### src/rtl/muldiv_sequencer.sv
// Sequencer for the shared multi-cycle multiply/divide units: issues init pulses,
// waits out the unit latency, commits HI/LO and reports completion or divide-by-zero.
module muldiv_sequencer #(
    parameter int MULT_CYCLES = 32,
    parameter int DIV_CYCLES  = 32,
    parameter int CNT_W       = 6
) (
    input  logic        clk,
    input  logic        reset,
    input  logic        start_mult,
    input  logic        start_div,
    input  logic [31:0] divisor,
    input  logic        abort,
    output logic        initMult,
    output logic        initDiv,
    output logic        OPhi,
    output logic        OPLow,
    output logic        HIWrite,
    output logic        LOWrite,
    output logic        busy,
    output logic        done,
    output logic        div_zero
);

    typedef enum logic [2:0] {
        ST_IDLE  = 3'd0,
        ST_RUN   = 3'd1,
        ST_WRITE = 3'd2,
        ST_DONE  = 3'd3,
        ST_DZERO = 3'd4
    } state_e;

    localparam logic [CNT_W-1:0] MULT_LOAD = CNT_W'(MULT_CYCLES - 1);
    localparam logic [CNT_W-1:0] DIV_LOAD  = CNT_W'(DIV_CYCLES - 1);

    state_e           state_q, state_d;
    logic [CNT_W-1:0] cnt_q, cnt_d;
    logic             op_q, op_d;

    logic init_mult_q, init_mult_d;
    logic init_div_q, init_div_d;
    logic op_sel_q, op_sel_d;
    logic hilo_write_q, hilo_write_d;
    logic busy_q, busy_d;
    logic done_q, done_d;
    logic div_zero_q, div_zero_d;

    // Next-state, counter and op-latch logic; abort from any active state wins over everything.
    always_comb begin
        state_d = state_q;
        cnt_d   = cnt_q;
        op_d    = op_q;
        if (abort && (state_q != ST_IDLE)) begin
            state_d = ST_IDLE;
            cnt_d   = {CNT_W{1'b0}};
        end else begin
            case (state_q)
                ST_IDLE: begin
                    if (abort) begin
                        state_d = ST_IDLE;
                    end else if (start_mult) begin
                        op_d    = 1'b1;
                        cnt_d   = MULT_LOAD;
                        state_d = ST_RUN;
                    end else if (start_div) begin
                        if (divisor != 32'd0) begin
                            op_d    = 1'b0;
                            cnt_d   = DIV_LOAD;
                            state_d = ST_RUN;
                        end else begin
                            state_d = ST_DZERO;
                        end
                    end else begin
                        state_d = ST_IDLE;
                    end
                end
                ST_RUN: begin
                    if (cnt_q == {CNT_W{1'b0}}) begin
                        state_d = ST_WRITE;
                    end else begin
                        cnt_d = cnt_q - CNT_W'(1);
                    end
                end
                ST_WRITE: state_d = ST_DONE;
                ST_DONE:  state_d = ST_IDLE;
                ST_DZERO: state_d = ST_IDLE;
                default: begin
                    state_d = ST_IDLE;
                    cnt_d   = {CNT_W{1'b0}};
                end
            endcase
        end
    end

    // Output decode from next-state values so every output leaves a flop one cycle later.
    always_comb begin
        init_mult_d  = 1'b0;
        init_div_d   = 1'b0;
        hilo_write_d = 1'b0;
        done_d       = 1'b0;
        div_zero_d   = 1'b0;
        busy_d       = (state_d != ST_IDLE);
        op_sel_d     = op_d;
        case (state_d)
            ST_RUN: begin
                // The counter only decreases in RUN, so the load value marks the first cycle.
                init_mult_d = op_d && (cnt_d == MULT_LOAD);
                init_div_d  = !op_d && (cnt_d == DIV_LOAD);
            end
            ST_WRITE: hilo_write_d = 1'b1;
            ST_DONE:  done_d = 1'b1;
            ST_DZERO: begin
                done_d     = 1'b1;
                div_zero_d = 1'b1;
            end
            default: begin
                done_d = 1'b0;
            end
        endcase
    end

    // State, counter and op latch registers.
    always_ff @(posedge clk or negedge reset) begin
        if (!reset) begin
            state_q <= ST_IDLE;
            cnt_q   <= {CNT_W{1'b0}};
            op_q    <= 1'b0;
        end else begin
            state_q <= state_d;
            cnt_q   <= cnt_d;
            op_q    <= op_d;
        end
    end

    // Output registers.
    always_ff @(posedge clk or negedge reset) begin
        if (!reset) begin
            init_mult_q  <= 1'b0;
            init_div_q   <= 1'b0;
            op_sel_q     <= 1'b0;
            hilo_write_q <= 1'b0;
            busy_q       <= 1'b0;
            done_q       <= 1'b0;
            div_zero_q   <= 1'b0;
        end else begin
            init_mult_q  <= init_mult_d;
            init_div_q   <= init_div_d;
            op_sel_q     <= op_sel_d;
            hilo_write_q <= hilo_write_d;
            busy_q       <= busy_d;
            done_q       <= done_d;
            div_zero_q   <= div_zero_d;
        end
    end

    assign initMult = init_mult_q;
    assign initDiv  = init_div_q;
    assign OPhi     = op_sel_q;
    assign OPLow    = op_sel_q;
    assign HIWrite  = hilo_write_q;
    assign LOWrite  = hilo_write_q;
    assign busy     = busy_q;
    assign done     = done_q;
    assign div_zero = div_zero_q;

endmodule

### config.mk
export PLATFORM = sky130hd
export DESIGN_NAME = muldiv_sequencer
export DESIGN_NICKNAME = d
export VERILOG_FILES = /design/src/rtl/muldiv_sequencer.sv
export SDC_FILE = /design/constraint.sdc
export NUM_CORES = 1
export LEC_CHECK = 0
export CORE_MARGIN = 10
export CORE_UTILIZATION = 43
export CTS_BUF_LIST = sky130_fd_sc_hd__clkbuf_2
export DETAILED_ROUTE_END_ITERATION = 8
export HOLD_SLACK_MARGIN = 0.08
export PLACE_DENSITY_LB_ADDON = 0.05
export SYNTH_ARGS = -nofsm -noshare
export SYNTH_HDL_FRONTEND = slang
export SYNTH_SLANG_ARGS = --single-unit
### constraint.sdc
create_clock -name clk -period 2.25 [get_ports clk]
set_input_delay 0.45 -clock clk [delete_from_list [all_inputs] [get_ports clk]]
set_output_delay 0.45 -clock clk [all_outputs]
set_load 0.02 [all_outputs]
After elaboration in Yosys (flattened, before gate mapping) --
Cells that the tools add are included.
Operators by class: add/subtract/negate cells 1, eq/ne operators 9, mux-type cells 25, reductions and logical operators 11
Operator list (count):
- 2-to-1 mux 6 bit | 6
- nonzero test 32 bit | 1
- 2-to-1 mux 3 bit | 6
- case mux 6 bit (3 select lines) | 1
- == test 3 x 2 -> 1 bit (second input constant) | 4
- 2-to-1 mux 1 bit | 11
- case mux 3 bit (3 select lines) | 1
- == test 3 x 1 -> 1 bit (second input constant) | 2
- == test 3 bit (second input constant) | 2
- == test 6 x 5 -> 1 bit (second input constant) | 1
- logical NOT 6 bit | 1
- nonzero test 3 bit | 2
- subtractor 6 x 1 -> 6 bit (second input constant) | 1
- logical AND 1 bit | 3
- logical NOT 3 bit | 1
- OR reduction 3 bit | 1
- OR reduction 2 bit | 1
- logical NOT 1 bit | 1
Word-level totals: flip-flop bits (word level) 16, input bits 37

Logic depth before layout (Yosys ltp) --
depth in word-level cells 10, depth in mapped cells 8

Worst setup path after synthesis --
Ideal clock, no wire load.
path type in2reg, start point in divisor[26], end point reg busy_q (netlist: busy), setup time 0.131 ns, arrival 1.721 ns, data required time 2.119 ns, slack 0.397 ns, cell stages on the path 6, path buffers 0, path through nor4_1 nand4_1 o21a_1 o21ai_4 o31ai_2 or3_1
Between the ends: longest elaborated chain between the ends 8
Ends and longest elaborated chain:
- start: declaration | line 12 | input logic [31:0] divisor,
- nonzero test 32 bit | line 66 | if (divisor != 32'd0) begin
- 2-to-1 mux 3 bit | line 66
- 2-to-1 mux 3 bit | line 65 | end else if (start_div) begin
- 2-to-1 mux 3 bit | line 61 | end else if (start_mult) begin
- 2-to-1 mux 3 bit | line 59 | if (abort) begin
- case mux 3 bit (3 select lines) | line 57 | case (state_q)
- 2-to-1 mux 3 bit | line 53 | if (abort && (state_q != ST_IDLE)) begin
- named net state_d[0] | line 36 | state_e state_q, state_d;
- nonzero test 3 bit | line 102 | busy_d = (state_d != ST_IDLE);
- named net busy_d | line 44 | logic busy_q, busy_d;
- end signal: assignment | line 150 | busy_q <= busy_d;
- end: declaration | line 44
The timed path passes the listed nets, and every way through them passes these cells.

Final worst setup path --
start point reg cnt_q[0], end point reg init_mult_q (netlist: initMult)
Between the ends: longest elaborated chain between the ends 9, elaborated cells between the ends (all ways) 16, classes of those cells add/sub (1); eq/ne (2); mux (11); reduce/logical (2)
Ends and longest elaborated chain:
- start: declaration | line 37 | logic [CNT_W-1:0] cnt_q, cnt_d;
- start signal: assignment | line 126 | cnt_q <= {CNT_W{1'b0}};
- start signal: assignment | line 130 | cnt_q <= cnt_d;
- parallel branches: the longest is 8 deep, another holds subtractor 6 x 1 -> 6 bit
- 2-to-1 mux 1 bit * | line 104 | case (state_d)
- named net init_mult_d | line 40 | logic init_mult_q, init_mult_d;
- end signal: assignment | line 146 | init_mult_q <= init_mult_d;
- end: declaration | line 40
Mark *: on every way through the listed nets, which the timed path passes.

==> metrics list <==
* Largest net degree at the start of global routing: 17
- Largest buffer count on any clock path: 2
* Number of synthesized register bits: 16
* Placement Rows: 17
- Number of top-level pins: 46
- Summing all placed instances gives a cell area of 1562 sq um.
- TritonCTS clock tree: done
- The floorplan step defined a core boundary enclosing 2276 sq um.
- Post-route design area: 1608 sq um
* Async S/R FF share, synth: 1.000
- All-layer global routing usage: 0.1379
* Final nets: 206
* Slew Limit Fails: 0
- For this run, the number of Yosys warnings is 0.
- Commonest non-fill, non-tap cells in the layout: sky130_fd_sc_hd__clkdlybuf4s50_1, sky130_fd_sc_hd__dfrtp_1, sky130_fd_sc_hd__buf_4, sky130_fd_sc_hd__a21oi_1, sky130_fd_sc_hd__nor4_1
- Each instance of the synthesized netlist takes up on average 9.312 sq um.
* Clock tree root buffer cell: sky130_fd_sc_hd__clkbuf_2
- For the pin with the worst max-slew slack, the measured transition is 697.2 ps.
- Skew-Pair Late Insertion Delay: 290 ps
* Minimum clock period: 2124 ps
* Largest family of logic cells by synthesized area: simple AND/OR/NAND/NOR gates
- Static timing analysis puts the maximum clock frequency at 470.8 MHz.
- The die is 69.47 microns tall.
- Residual DRC count: 0
* Ratio of cells with drive above 1 in the final layout: 0.1747
- Once layout is complete, the utilization of the core stands at 0.7064.
- Status: finished, final reports clean
- The worst setup path is of the flop to flop kind.
- The detail route stage leaves a number of antenna-violating nets equal to 0.
- The share of the Yosys chip area taken by registers is 0.3805.
* Via count of the first global-routing pass: 1151
- First-pass GRT wire length: 5.554 mm
- Fill cells: 180
- Leaving out fill and tap cells, the most frequent cell in the layout is sky130_fd_sc_hd__clkdlybuf4s50_1.
- When the netlist entered floorplanning its net count stood at 152.
- Power per standard cell area: 758.7 nW/um^2
* Sequential share of power: 0.364
- Wire length after detailed routing: 3.456 mm
* Post-synthesis share of cell area spent on xor and xnor gates: 0
- Final worst-path cycle share: 0.9440
* Multi-input gate area: 605.6 sq um
- After synthesis, the share of cell area in mux cells is 0.
- Of the total synthesized cell area, the portion taken by full adders, half adders and majority gates is 0.02378.
- The tree built by TritonCTS fans out to 16 sinks.
* Sw Share: 0.4111
- Along the worst path, the maximum fanout reaches 4.
- Number of buffers inserted for hold repair after clock tree synthesis: 0
- Share of the synthesized area in compound gates (AO/OA/AOI/OAI): 0.2212
- For this block, the initial DRC count from the detailed router was 50.
- Count of flip-flops with a built-in enable after synthesis: 0
- Number of I/O port buffers: 45
* Required time of the critical path: 2430 ps
- The largest single stage delay on the critical path is 420 ps.
- The synthesized design spends more area on one cell type than any other, namely sky130_fd_sc_hd__dfrtp_1.
- Layout overhead on the synthesized area: 52.79%
* Number of unique standard cell types used by synthesis: 43
* Largest voltage drop on the vdd net: 0.0007302 V
* Routed wirelength normalized by instance count: 17.81 microns
- Leading post-synthesis cells by cell area: sky130_fd_sc_hd__dfrtp_1, sky130_fd_sc_hd__nor4_1, sky130_fd_sc_hd__a21oi_1, sky130_fd_sc_hd__nor4b_2, sky130_fd_sc_hd__nor2_1
- Summing every instance area after synthesis gives 1052 sq um.
* Initial antenna violation count: 0
* Vias per inst: 5.784
- The share of total power dissipated in combinational logic is 0.533.
- In this run the horizontal extent of the chip is 69.47 microns.
- Overflow after GRT: 0
- Series of cell instances along the critical path: inv_1 -> ha_1 -> or3b_1 -> nor3_1 -> nor4_2 -> o22ai_1 -> o31a_1 -> nor4_1
- In this run the static leakage power is 0.6301 nW.
* Final std cells w/o fill: 194
- Setup violations remaining at the end of the flow were counted as 0.
* Slowest cell on the critical path: sky130_fd_sc_hd__or3b_1
- Max-cap violations in this run came to 0.
- The final hold violation count came to 0.
- Endpoint class of the critical path: flop
* Setup skew after layout: 2.776 ps
- Register area: 400.4 sq um
* Maximum level of the CTS H-tree: 1
- Among all flip-flop cells after synthesis, the most frequent one is sky130_fd_sc_hd__dfrtp_1.
* TritonCTS buffer count: 3
- Gp weighted congestion: 0.8964
- For the worst setup path, the data arrival time is 2310 ps.
- The repair_antennas step left the layout with diodes totalling 0.
* Relative slew margins: 0.5338
- Simple-gate area share of the yosys netlist: 0.3115
* Share of power burned in the clock network: 0.103
- The analysis attributes to net switching a power of 0.5015 mW.
* Internal portion of total power: 0.7184 mW
* Synthesized netlist cell count: 113
* Full die area: 4826 sq um
- Router iterations before antenna repair: 4
- After detailed placement, the design holds a cell count of 189.
- The detailed router placed 1122 vias in this run.
- Half-perimeter wire length of the detailed placement result: 2.930 mm
* Starting Density: 0.4623
* Clock transition at the registers of the reported paths: 140 ps
- Critical path launch point type: flop
* Share of Yosys cell area claimed by the top area cell type: 0.3805
- The tightest min-delay check is of the primary input to async pin type.
==> metal layers <==
layer | vias up | wire, microns | GRT usage
met4 | 0 | 59 | 0.04435
met1 | 547 | 1428 | 0.1585
met2 | 30 | 1787 | 0.2349
met3 | 8 | 180 | 0.04280
li1 | 537 | - | -
met5 | - | 0 | 0
==> logic make-up (layout without fill, tap and decap cells) <==
group,Yosys count,after routing
fa+ha+maj,2,2
flops,16,16
buf+inv,12,65
compound gates,33,33
simple gates,50,50
==> worst max-delay path, delay by kind of cell (launching register included) <==
kind,cells,cell delay (ps)
simple gates,4,860
compound gates,2,440
flops,1,410
buf+inv,1,120
fa+ha+maj,1,190
==> synth_stat cells (3+ instances only) <==
cell                       count
sky130_fd_sc_hd__a21oi_1       9
sky130_fd_sc_hd__buf_4         3
sky130_fd_sc_hd__dfrtp_1      16
sky130_fd_sc_hd__inv_1         5
sky130_fd_sc_hd__nand2_1       4
sky130_fd_sc_hd__nand2b_1      3
sky130_fd_sc_hd__nor2_1        7
sky130_fd_sc_hd__nor3_1        5
sky130_fd_sc_hd__nor4_1       10
sky130_fd_sc_hd__o21ai_0       4
sky130_fd_sc_hd__or3_1         3
==> power groups by stage <==
stage	clock network (mW)	logic (mW)	registers [mW]
2_1_floorplan	0	0.407	0.428
3_3_place_gp	0	0.617	0.434
3_5_place_dp	0	0.615	0.439
4_1_cts	0.129	0.620	0.433
5_1_grt	0.142	0.704	0.458
6_report	0.125	0.650	0.445
==> per-stage QoR <==
stage	worst slack [ps]	hold WS [ps]	power (mW)	setup TNS, ps
floorplan	397.2	154.4	0.8348	0
global placement	-18.27	548.0	1.051	-18.27
detailed placement	-57.18	556.5	1.054	-124.9
CTS	28.77	567.2	1.181	0
global route	-3.048	585.8	1.305	-3.048
finish	126.1	558.9	1.220	0
==> what timing repair did <==
item / in CTS / in global routing
gates resized for setup: 0 / 3
buffers inserted: 0 / 1
endpoints found under the setup margin: 0 / 2
endpoints found under the hold margin: 0 / 0
==> state kept, by name, summed over array words and instances, names as in the netlist <==
name	count
done	1
state_q	3
initMult	1
busy	1
cnt_q	6
HIWrite	1
OPLow	1
initDiv	1
div_zero	1
==> worst paths after layout <==
check / from / endpoint / slack, ps / cells past startpoint
setup reg to reg: cnt_q[0] / initMult / 130 / 8
setup / recovery: cnt_q[0] / initMult / 130 / 8
hold reg to reg: OPLow / OPLow / 580 / 2
min in group clk: OPLow / OPLow / 580 / 2
max in group asynchronous: reset / initMult / 1250 / 1
hold / removal: reset / done / 560 / 1
==> final cells by class <==
type / instances / share of cell area
clock inverter: 1 / 0.002335
inverter: 6 / 0.01401
clock buffer: 3 / 0.009339
sequential: 16 / 0.2490
timing repair buffer: 55 / 0.3268
tap: 28 / 0.02179
multi-input combinational: 85 / 0.3767
No activity file was read; power rests on OpenSTA's default activity.
